===== config.mk =====
export PLATFORM = sky130hd
export DESIGN_NAME = dmem_arbiter
export DESIGN_NICKNAME = d
export VERILOG_FILES = /design/src/rtl/dmem_arbiter.sv
export SDC_FILE = /design/constraint.sdc
export NUM_CORES = 1
export LEC_CHECK = 0
export ABC_AREA = 1
export CAP_MARGIN = 20
export CORE_AREA = 2 2 115 117
export CTS_BUF_LIST = sky130_fd_sc_hd__clkbuf_4 sky130_fd_sc_hd__clkbuf_8
export DETAILED_ROUTE_END_ITERATION = 16
export DIE_AREA = 0 0 117 119
export GPL_TIMING_DRIVEN = 0
export PLACE_DENSITY = 0.58
export SLEW_MARGIN = 10
export SYNTH_ARGS = -nofsm -noshare
export SYNTH_HDL_FRONTEND = slang
export SYNTH_SLANG_ARGS = --single-unit

===== constraint.sdc =====
create_clock -name clk -period 5.8 [get_ports clk]
set_clock_uncertainty 0.15 [all_clocks]
set_input_delay 1.74 -clock clk [delete_from_list [all_inputs] [get_ports clk]]
set_output_delay 1.74 -clock clk [all_outputs]
set_load 0.005 [all_outputs]

===== src/rtl/dmem_arbiter.sv =====
// Arbiter that shares one single-port data memory between the core and a loader.
// Grants are combinational; read data returns one cycle after acceptance.
module dmem_arbiter #(
  parameter int unsigned LD_BURST_MAX = 4
) (
  input  logic        clk,
  input  logic        reset,

  input  logic        core_req,
  input  logic        core_wren,
  input  logic [31:0] core_addr,
  input  logic [31:0] core_wdata,
  output logic        core_gnt,
  output logic        core_rvalid,
  output logic [31:0] core_rdata,

  input  logic        ld_req,
  input  logic        ld_wren,
  input  logic [31:0] ld_addr,
  input  logic [31:0] ld_wdata,
  output logic        ld_gnt,
  output logic        ld_rvalid,
  output logic [31:0] ld_rdata,

  output logic        mem_en,
  output logic        mem_wren,
  output logic [31:0] mem_addr,
  output logic [31:0] mem_wdata,
  input  logic [31:0] mem_rdata
);

  typedef enum logic {
    OWNER_CORE = 1'b0,
    OWNER_LD   = 1'b1
  } owner_t;

  localparam logic [3:0] BURST_MAX = 4'(LD_BURST_MAX);

  owner_t     last_grant, last_grant_nxt;
  logic [3:0] burst_cnt,  burst_cnt_nxt;
  logic [1:0] rd_owner,   rd_owner_nxt;   // {core pending, loader pending}

  // Grant selection. A non-zero burst_cnt marks an ongoing loader burst, so the
  // override only applies once the loader has actually won a contended cycle.
  always_comb begin
    core_gnt = 1'b0;
    ld_gnt   = 1'b0;
    if (!reset) begin
      if (core_req && ld_req) begin
        if (last_grant == OWNER_CORE) begin
          ld_gnt = 1'b1;
        end else if (burst_cnt != '0 && burst_cnt < BURST_MAX) begin
          ld_gnt = 1'b1;
        end else begin
          core_gnt = 1'b1;
        end
      end else begin
        core_gnt = core_req;
        ld_gnt   = ld_req;
      end
    end
  end

  always_comb begin
    mem_en    = core_gnt | ld_gnt;
    mem_wren  = 1'b0;
    mem_addr  = '0;
    mem_wdata = '0;
    if (core_gnt) begin
      mem_wren  = core_wren;
      mem_addr  = core_addr;
      mem_wdata = core_wdata;
    end else if (ld_gnt) begin
      mem_wren  = ld_wren;
      mem_addr  = ld_addr;
      mem_wdata = ld_wdata;
    end
  end

  always_comb begin
    last_grant_nxt = last_grant;
    if (core_gnt) begin
      last_grant_nxt = OWNER_CORE;
    end else if (ld_gnt) begin
      last_grant_nxt = OWNER_LD;
    end

    burst_cnt_nxt = burst_cnt;
    if (!ld_req || core_gnt) begin
      burst_cnt_nxt = '0;
    end else if (ld_gnt && core_req && burst_cnt < BURST_MAX) begin
      burst_cnt_nxt = burst_cnt + 4'd1;
    end

    rd_owner_nxt = {core_gnt & ~core_wren, ld_gnt & ~ld_wren};
  end

  always_ff @(posedge clk or posedge reset) begin
    if (reset) begin
      last_grant <= OWNER_LD;
      burst_cnt  <= '0;
      rd_owner   <= '0;
    end else begin
      last_grant <= last_grant_nxt;
      burst_cnt  <= burst_cnt_nxt;
      rd_owner   <= rd_owner_nxt;
    end
  end

  always_comb begin
    core_rvalid = rd_owner[1];
    ld_rvalid   = rd_owner[0];
    core_rdata  = core_rvalid ? mem_rdata : '0;
    ld_rdata    = ld_rvalid   ? mem_rdata : '0;
  end

endmodule


==> impl_metrics.yaml <==
power_and_ir_drop:
  p_per_area_nw_per_um2: 89.0
  irDropWorstVdd_mv: 0.0605
  leakage_uw: 0.00267
clocking:
  clk_pin_slew_worst_paths_ps: 40
  cts_buffers: 3
  cts_resized: 0
  cts_hold_buf: 0
  cts_max_path_buffers: 2
  cts-root-buf: "clkbuf_8"
  cts_setup_buffers: 0
  clock_latency_ps: 230
  cts_tree: "yes"
  h-tree-depth: 1
  cts_sinks: 7
die:
  fp.dieW_um: 117
  dieHeight_um: 119
  core-area_um2: 12900
  num_io_pins: 300
  die-area_um2: 13900
  rows: 42
  start_util_pct: 13.6
setup_path:
  worstPathArrival_ps: 3660
  required_ps: 3910
  start_kind: "primary input"
  rr_endpoint: "burst_cnt[1]"
  worstSetupPathType: "in -> out"
  worstPathMaxFanout: 10
  worst_r2r_startpoint: "burst_cnt[0]"
  ff2ff_setup_slack_ps: 4200
  worstSetupEndpointType: "output pin"
  ff2ff_path_depth: 10
flow_run:
  cap_viol_max_count: 0
min_path:
  min_to: "last_grant"
  hold_path_depth: 2
  hp-class: "reg -> reg"
  hold_start: "last_grant"
yosys:
  synth_seq_area_share_pct: 10.1
  ys_ff_latch: 7
  yosys_warnings: 0
  synthMuxAreaShare_pct: 0
  synthesis.instances: 389
  synth_xor_area_share_pct: 0
  ys_types: 19
  syn-num-nets: 557
  synthAdderAreaFrac_pct: 1.43
  synth_compound_area_share_pct: 0.357
  synth_top_family_by_area: "simple AND/OR/NAND/NOR gates"
  synth_area_um2: 1750
  synth_simple_gate_area_share_pct: 64.5
  syn_avg_cell_area_um2: 4.50
cells_and_area:
  drive_above_1_share_pct: 5.35
  synthToLayoutAreaGrowth_pct: 186
  final_nets: 861
  finalNonFillerCells: 869
detailed_routing:
  initialDrtViolationCount: 96
  drt-total-wl_mm: 10.4
  vias: 3297
  viasPerCell: 3.79
  firstDrtPassIters: 4
  drc: 0
  drtAntennaViolNets: 0
  wl_per_cell_um: 11.9
sta:
  report.final.slew_viol_count: 0
  setup_viol: 0
  setup_tns_ps: 0
  worst_pin_slew_ps: 508
  rsz0062_at_grt: "false"
  hold_slack_ps: 375
  fin_crit_ps: 5550
  hold_violations: 0
  relSlewSlack_pct: 66.1
  fmax_mhz: 180
  post-route-period-util_pct: 95.7
placed_design:
  gp_congestion: 0.894
  numPortBuffers: 299
  dp_hpwl_mm: 9.30
  placed_cells: 864
outcome:
  status: "finished clean"
global_route:
  grt_max_degree: 11
  grt_overflow_total: 0
  grt_pass1_vias: 3232
  grt_pass1_wl_mm: 15.2
  track_usage_pct: 13.6
  antenna_found_initial: 2
## synthesized netlist by cell type
cell type	n	area, um2
nand2_2	13	81.3
nor2_1	6	22.5
nor2_2	2	12.5
buf_6	6	67.6
buf_8	1	15.0
inv_2	2	7.51
ha_1	2	25.0
buf_2	7	35.0
nand2_1	256	961
nand3_2	1	10.0
dfrtp_1	6	150
dfstp_2	1	26.3
inv_1	71	267
a31oi_1	1	6.26
clkbuf_1	6	22.5
nand3_1	5	25.0
nand4_1	1	6.26
and2_1	1	6.26
nor3_1	1	5.00
## layer usage
layer  share of wire [%]  up-vias  GRT usage (%)  wire (um)
met2                  50      192           26.0       5180
met4                 1.9        2           3.90        197
met1                  36     1390           13.8       3710
met3                  12       14           4.38       1290
met5               0.096        -              0         10
li1                    -     1699              -          -
## where the power goes
part,leakage [uW],switching (uW),internal [uW]
Sequential,0.0000932,3.12,52.1
Clock,0.0000262,22.9,52.4
Combinational,0.00255,108,207
Total,0.00267,134,312
## worst max-delay path, cell delays in order
cell and delay (ps):
clkdlybuf4s50_1 510, inv_1 70, nor2_1 160, nand2_2 110, inv_2 80, buf_6 160, buf_6 170, nand2_1 60
nand2_1 90, clkdlybuf4s50_1 500
## cells in the final DEF (no fill, tap or decap), drive strengths merged
cell / instances
nor3: 1
clkdlybuf4s50: 299
inv: 73
nand3: 6
clkbuf: 10
nor2: 8
a31oi: 1
diode: 1
dfstp: 1
buf: 14
nand2: 269
dfrtp: 6
and2: 1
ha: 2
nand4: 1
## registers in the layout, indices dropped and copies added (netlist names)
register    flops
burst_cnt       4
rd_owner        2
last_grant      1
## cells by family (layout without fill, tap and decap cells)
group                    Yosys count  in the layout
AND/OR/NAND/NOR                  286            286
buffers and inverters             93            396
flip-flops                         7              7
adder cells (fa/ha/maj)            2              2
AO/OA/AOI/OAI                      1              1
other                              0              1
## final cells by class
type,count,area [um2]
buffer,20,140
inverter,73,274
antenna,1,2.50
fill,1390,7860
timing repair buffer,299,2990
clock buffer,4,48.8
tap,176,220
multi-input combinational,289,1160
sequential,7,176
## through the flow
step                setup slack, ps  total power [uW]  util, %  area [um2]
global route                   95.2               482     38.9        5010
CTS                             209               453     38.9        5010
detailed placement              216               375     38.6        4960
global placement                229               373     38.6        4960
finish                          251               446     39.0        5020
floorplan                      1490               139        -        1750
## how the worst max path moves through the flow
stage,slack (ps),start,end,cells past startpoint
after floorplan,1490,ld_req,mem_addr[0],8
after global placement,230,core_req,mem_addr[15],10
after detailed placement,220,ld_req,mem_addr[15],10
after CTS,210,ld_req,mem_addr[15],10
after global routing,100,core_req,mem_addr[11],10
final,250,core_req,mem_addr[15],10
Power figures use the tool's default switching activity.
